## src/rtl/detect_word_packer.sv

```systemverilog
// Packs qualified detector bits LSB-first into WIDTH-bit words, buffers them in a
// 2-entry FIFO behind a valid/ready port, and keeps saturating hit/drop counters.
module detect_word_packer #(
   parameter int WIDTH   = 8,
   parameter int COUNT_W = 16,
   parameter int DROP_W  = 8
) (
   input  logic               clk,
   input  logic               reset,
   input  logic               z_in,
   input  logic               z_valid,
   output logic [WIDTH-1:0]   word_data,
   output logic               word_valid,
   input  logic               word_ready,
   output logic [1:0]         fill_level,
   output logic [COUNT_W-1:0] hit_count,
   output logic [DROP_W-1:0]  drop_count,
   output logic               overflow
);

   localparam int CNT_W = (WIDTH > 1) ? $clog2(WIDTH) : 1;
   localparam logic [CNT_W-1:0] LAST_BIT = CNT_W'(WIDTH - 1);

   typedef enum logic [1:0] {
      FIFO_EMPTY = 2'd0,
      FIFO_ONE   = 2'd1,
      FIFO_FULL  = 2'd2
   } fifo_state_t;

   fifo_state_t        state_q, state_d;
   logic [CNT_W-1:0]   bit_cnt_q, bit_cnt_d;
   logic [WIDTH-1:0]   shift_q, shift_d;
   logic [WIDTH-1:0]   slot0_q, slot0_d;
   logic [WIDTH-1:0]   slot1_q, slot1_d;
   logic [COUNT_W-1:0] hit_q, hit_d;
   logic [DROP_W-1:0]  drop_q, drop_d;
   logic               ovf_q, ovf_d;
   logic               push;
   logic               pop;
   logic               drop;

   always_ff @(posedge clk) begin
      if (reset) begin
         state_q   <= FIFO_EMPTY;
         bit_cnt_q <= '0;
         shift_q   <= '0;
         slot0_q   <= '0;
         slot1_q   <= '0;
         hit_q     <= '0;
         drop_q    <= '0;
         ovf_q     <= 1'b0;
      end else begin
         state_q   <= state_d;
         bit_cnt_q <= bit_cnt_d;
         shift_q   <= shift_d;
         slot0_q   <= slot0_d;
         slot1_q   <= slot1_d;
         hit_q     <= hit_d;
         drop_q    <= drop_d;
         ovf_q     <= ovf_d;
      end
   end

   // Deserialiser: the completing bit is merged combinationally so the word is
   // pushed on the same edge that accepts its last bit.
   always_comb begin
      bit_cnt_d = bit_cnt_q;
      shift_d   = shift_q;
      hit_d     = hit_q;
      push      = 1'b0;
      if (z_valid) begin
         shift_d[bit_cnt_q] = z_in;
         if (z_in && (hit_q != '1)) begin
            hit_d = hit_q + COUNT_W'(1);
         end
         if (bit_cnt_q == LAST_BIT) begin
            bit_cnt_d = '0;
            push      = 1'b1;
         end else begin
            bit_cnt_d = bit_cnt_q + CNT_W'(1);
         end
      end
   end

   always_comb begin
      state_d = state_q;
      slot0_d = slot0_q;
      slot1_d = slot1_q;
      drop    = 1'b0;
      pop     = (state_q != FIFO_EMPTY) && word_ready;
      case (state_q)
         FIFO_EMPTY: begin
            if (push) begin
               slot0_d = shift_d;
               state_d = FIFO_ONE;
            end
         end
         FIFO_ONE: begin
            if (push && pop) begin
               slot0_d = shift_d;
            end else if (push) begin
               slot1_d = shift_d;
               state_d = FIFO_FULL;
            end else if (pop) begin
               state_d = FIFO_EMPTY;
            end
         end
         FIFO_FULL: begin
            if (pop) begin
               slot0_d = slot1_q;
               if (push) begin
                  slot1_d = shift_d;
               end else begin
                  state_d = FIFO_ONE;
               end
            end else if (push) begin
               drop = 1'b1;
            end
         end
         default: state_d = FIFO_EMPTY;
      endcase
   end

   always_comb begin
      drop_d = drop_q;
      ovf_d  = ovf_q;
      if (drop) begin
         ovf_d = 1'b1;
         if (drop_q != '1) begin
            drop_d = drop_q + DROP_W'(1);
         end
      end
   end

   assign word_data  = slot0_q;
   assign word_valid = (state_q != FIFO_EMPTY);
   assign fill_level = state_q;
   assign hit_count  = hit_q;
   assign drop_count = drop_q;
   assign overflow   = ovf_q;

endmodule
```

## config.mk

```make
export PLATFORM = sky130hd
export DESIGN_NAME = detect_word_packer
export DESIGN_NICKNAME = d
export VERILOG_FILES = /design/src/rtl/detect_word_packer.sv
export SDC_FILE = /design/constraint.sdc
export NUM_CORES = 1
export LEC_CHECK = 0
export ABC_CLOCK_PERIOD_IN_PS = 1700
export BUFFER_PORTS_ARGS = -buffer_cell sky130_fd_sc_hd__buf_2
export CAP_MARGIN = 10
export CORE_MARGIN = 4
export CORE_UTILIZATION = 38
export CTS_CLUSTER_DIAMETER = 120
export DETAILED_ROUTE_END_ITERATION = 10
export PLACE_DENSITY_LB_ADDON = 0.15
export SKIP_LAST_GASP = 1
export SLEW_MARGIN = 40
export SYNTH_ARGS = -nofsm -noshare
export SYNTH_HDL_FRONTEND = slang
export SYNTH_SLANG_ARGS = --single-unit
```

## constraint.sdc

```tcl
create_clock -name clk -period 1.7 [get_ports clk]
set_input_delay 0.085 -clock clk [delete_from_list [all_inputs] [get_ports clk]]
set_output_delay 0.085 -clock clk [all_outputs]
set_load 0.03 [all_outputs]
```

## Word level (Yosys, flattened, before mapping)

Index checks and enable logic that the tools add are counted.

| storage, ports and cells | value |
|---|---|
| register bits after elaboration | 54 |
| output and inout port bits | 36 |
| logic and storage cells | 62 |

| cells by class | value |
|---|---|
| $add $sub $neg | 3 |
| magnitude comparators | 2 |
| equality and inequality tests | 11 |
| muxes and demuxes | 25 |
| reductions and logical operators | 13 |

Operator list:

| operator | count |
|---|---|
| 8-bit two-way mux | 7 |
| 8-bit one-hot mux with 3 select lines | 1 |
| 16-bit by 1-bit adder with 16-bit output, second input constant | 1 |
| 16-bit inequality test, second input constant | 1 |
| 8-bit one-hot mux with 2 select lines | 1 |
| 2-bit two-way mux | 6 |
| 2-bit inequality test, second input constant | 5 |
| 8-bit by 1-bit adder with 8-bit output, second input constant | 1 |
| 8-bit bitwise mux | 1 |
| 8-bit inequality test, second input constant | 1 |
| 1-bit two-way mux | 6 |
| 2-bit one-hot mux with 3 select lines | 1 |
| 5-bit AND reduction | 1 |
| 1-bit logical AND | 4 |
| 3-bit by 4-bit < comparator with 1-bit output, second input constant | 1 |
| 2-bit AND reduction | 2 |
| 4-bit AND reduction | 1 |
| 2-bit nonzero test | 2 |
| 3-bit by 1-bit adder with 3-bit output, second input constant | 1 |
| 1-bit demux with 3-bit select | 1 |
| 3-bit equality test, second input constant | 1 |
| 3-bit by 1-bit >= comparator with 1-bit output, second input constant | 1 |
| 3-bit two-way mux | 1 |
| 3-bit inequality test, second input constant | 1 |
| 5 further kinds | 5 |

## Longest topological paths before layout

| depth | value |
|---|---|
| word-level depth | 9 |
| mapped depth | 7 |
| gate-level depth less buffers | 6 |

## Worst setup path before layout

No wires, ideal clock.

| path | value |
|---|---|
| path kind | register -> register |
| from | reg hit_q[1] (netlist: hit_count[1]) |
| to | reg hit_q[10] (netlist: hit_count[10]) |
| library setup time | 0.123 ns |
| arrival time | 1.804 ns |
| slack | -0.227 ns |
| cell stages (with the launch flop) | 6 |
| clock period less this slack | 1.927 ns |
| cells stage by stage | dfxtp_1 -> ha_1 -> nand4_1 -> nor4_1 -> and4b_1 -> mux2_1 |

| between the ends | value |
|---|---|
| longest elaborated chain between the ends | 3 |
| elaborated cells on any way between the ends | 4 |
| classes of those cells | add/sub: 1; eq/ne: 1; reduce/logical: 2 |

RTL lines:

| what | line | RTL |
|---|---|---|
| from (decl) | 35 | `logic [COUNT_W-1:0] hit_q, hit_d;` |
| from (signal assigned) | 58 | `hit_q <= hit_d;` |
| parallel branches: the longest is 3 deep, another holds 16-bit by 1-bit adder with 16-bit output | n/a |  |

Parallel ways; which one is timed is not known.
A chain may end at the register's enable or synchronous reset.

## Final worst setup path

| path | value |
|---|---|
| from | reg hit_q[7] (netlist: hit_count[7]) |
| to | reg hit_q[12] (netlist: hit_count[12]) |

The elaborated chain is that of the path after synthesis.

==> impl_results.md <==
- Number of buffers added to fix hold violations after cts: 0
- Setup violations, final: 0
- Clock skew: a little over 0.008 ns
- First-pass iteration count of the detailed router: 4
- Hold Path Cell Cnt: 2
- List of most frequent post-synthesis cells: dfxtp_1, nor2_1, a21oi_1
- Result of the run: completed
- Deepest clock path buffer count: 2
- WL/cell: about 13 µm
- Count of cell types in the netlist: 51
- Setup slack of the worst register-to-register path: 0.07 ns
- Buf+Inv Stages, Crit Path: 0
- Most used standard cell by instance count after synthesis: dfxtp_1
- DP Cell Count: between 400 and 500
- Post-synthesis sequential element count: 54
- Worst IR Drop VDD: ~440 µV
- Top cell type's share of synthesized area: 0.430
- Initial Utilization: 0.394
- Fraction of layout cells with a size suffix above 1: 0.335
- FF-to-FF Start: hit_count[7]
- Static leakage power: about 0.0014 µW
- Num CTS Buffers: 5
- Worst Setup Slack, final: 0.0704 ns
- Area growth syn-to-layout: 28.9%
- Most frequently used flop master after synthesis: dfxtp_1
- Worst path cell trace: nand4_2 -> or2_0 -> nor4b_2 -> mux2_1
- Mapped cell area: approximately 2500 µm²
- I/O pins: roughly 40
- Share of synthesized registers carrying an async set or reset: 0
- Class of the most critical hold timing path: in -> reg
- Post-route fraction of the period consumed by the critical path: 0.959
- Setup repair after global routing missed its margin: yes
- Average size of a mapped cell: roughly 9.0 µm²
- CTS tree: built
- Critical Path RT: roughly 1.9 ns
- Endpoint arrival time on the critical path: between 1.5 and 2 ns
- Max Cap Violations: 0
- Residual DRC: 0
- Cell at the root of the clock tree: clkbuf_8
- Delay of the slowest cell on the worst path: between 0.3 and 0.4 ns
- Final #Nets: 360
- Reg2Reg Depth: 4
- Global routing usage summed across all routing layers: 0.147
- Critical path fanouts, max: 5
- Sinks on the clock net: 54
- Iteration-0 DRC count of the detailed router: around 60
- Worst Path Class, Setup: reg -> reg
- Worst slew pin tran: 0.574 ns
- Max-slew violations: 0
- Critical R2R Capture: hit_count[12]
- Post-Synthesis Net Count: about 290
- CP Capture Type: flip-flop
- Core Box Area: roughly 6400 µm²
- Worst hold start: reset
- Count of buffers inserted at the top-level ports: 40
- Hold endpoint: hit_count[5]
- Insertion delay of the later-clocked pin in the worst-skew pair: about 0.31 ns
- Via count: 2266
- Final Wtd Congestion: around 0.78
- Antenna Violating Nets Remaining: 0
- Fmax: ~600 MHz
- Final Core Density: 0.508
- Final cell count without fillers: around 430
- Antenna diode count: 0
- Number of enable flip-flop cells after synthesis: 0
- Design Power: about 2200 µW
- Die area: 7980 µm²
- Sequential share of the synthesized area: 0.430
- Crit path max-delay family: simple AND/OR/NAND/NOR gates
- Antenna violations before repair: 0
- Cell with the biggest individual delay on the critical path: dfxtp_4
- Total power divided by cell area: 667 nW/µm²
- DR vias/cell: around 5.3
- Warnings, synthesis: 0
- DIE HEIGHT: slightly below 90 µm
- CTS H-tree lvls: 2
- Worst slew margin relative to its limit: 0.617
- Chip width: approximately 89 µm
- Wire length of the first global-routing pass: 9.38 mm
- Aggregate global routing overflow: 0
- Post-Synthesis Cells: roughly 280
- Sort of element at the start of the critical path: flip-flop
- Largest area contributor in the netlist: dfxtp_1
- Pre-CTS setup slack: around 0.0094 ns
- Post-detail-place hpwl: ~4.0 mm
- Final count of hold timing violations: 0
- Std-Cell Rows: 29
- Pin count of the biggest net entering global routing: 18
- Clock-pin slew on the worst setup and hold paths: around 0.1 ns
- Vias in the first global route: 2111
- Total wire length: around 5.6 mm
- Biggest area contributors in the synthesized netlist: dfxtp_1, nor2_1, a21oi_1
- Min Tclk post-route: between 1.5 and 2 ns
## state kept, by name (all words and copies together) (netlist names)
name        count
hit_count      16
drop_count      8
shift_q         8
slot1_q         8
word_data       8
bit_cnt_q       3
fill_level      2
overflow        1
## final cells by class
class	instances	area, µm²
Fill cell	632	3140
Multi-Input combinational cell	201	1390
Sequential cell	54	1110
Clock inverter	2	11.3
Clock buffer	6	82.6
Tap cell	77	96.3
Inverter	6	22.5
Timing Repair Buffer	83	536
## cell usage in the layout, fill, tap and decap left out, types with 3 or more instances in the layout
cell	count
nor4_1	3
o21ai_1	3
nor2_1	40
nand4b_1	3
or3_1	10
dfxtp_1	43
inv_1	6
a21oi_1	25
nand2_1	9
nor4b_2	3
mux2_1	4
buf_4	42
o21ai_0	7
o31ai_1	5
clkbuf_8	6
dfxtp_2	6
dfxtp_4	5
or4_1	4
mux2i_1	11
a22o_1	8
nor2b_1	6
nand4_1	6
nand3_1	4
buf_2	40
a211oi_1	10
## layer usage
metal,track usage,vias up,part of all wire
li1,-,1168,-
met1,0.178,1062,0.46
met2,0.255,31,0.49
met3,0.0350,5,0.035
met4,0.0474,0,0.012
met5,0,-,0
## where the power goes
part / switching [µW] / total (µW) / internal [µW] / leakage (µW)
combinational: 77.2 / 132 / 55.1 / 0.000875
clock: 426 / 756 / 330 / 0.0000515
sequential: 5.54 / 1270 / 1270 / 0.000442
total: 509 / 2160 / 1650 / 0.00137
## metrics by stage
step	setup TNS (ns)	hold slack [ns]	cell area, µm²
global route	-0.134	0.112	3240
CTS	0	0.0968	3170
detailed placement	0	0.422	3070
floorplan	0	0.296	2540
finish	0	0.107	3240
global placement	0	0.419	3070
## cell families (layout without fill, tap and decap cells)
family / after synthesis / after routing / synth area share
adders and majority gates: 4 / 4 / 0.0199
AOI/OAI and AO/OA: 68 / 68 / 0.181
muxes: 15 / 15 / 0.0617
DFF: 54 / 54 / 0.430
buffers and inverters: 23 / 97 / 0.0408
and+or+nand+nor: 111 / 111 / 0.257
xor gates and xnor gates: 3 / 3 / 0.0104
## worst reg2reg max path, delay by kind of cell, from the launching register on
kind / cells / cell delay (ns)
DFF: 1 / 0.38
muxes: 1 / 0.34
and+or+nand+nor: 3 / 0.82
## worst max-delay path by stage
stage / cells past startpoint / slack [ns] / endpoint / startpoint
after floorplan: 5 / 0.002 / hit_count[10] / hit_count[0]
after global placement: 7 / 0.04 / word_data[6] / bit_cnt_q[0]
after detailed placement: 7 / 0.009 / word_data[7] / bit_cnt_q[0]
after CTS: 6 / 0.002 / drop_count[7] / bit_cnt_q[0]
after global routing: 5 / -0.05 / word_data[1] / bit_cnt_q[0]
final: 4 / 0.07 / hit_count[12] / hit_count[7]
## timing repair
action,CTS,global route
gates cloned,0,0
setup endpoints to repair,9,18
setup buffers,0,3
gates resized for setup,2,10
pin swaps,0,4
Note: power is estimated with default switching activity, not from simulation.
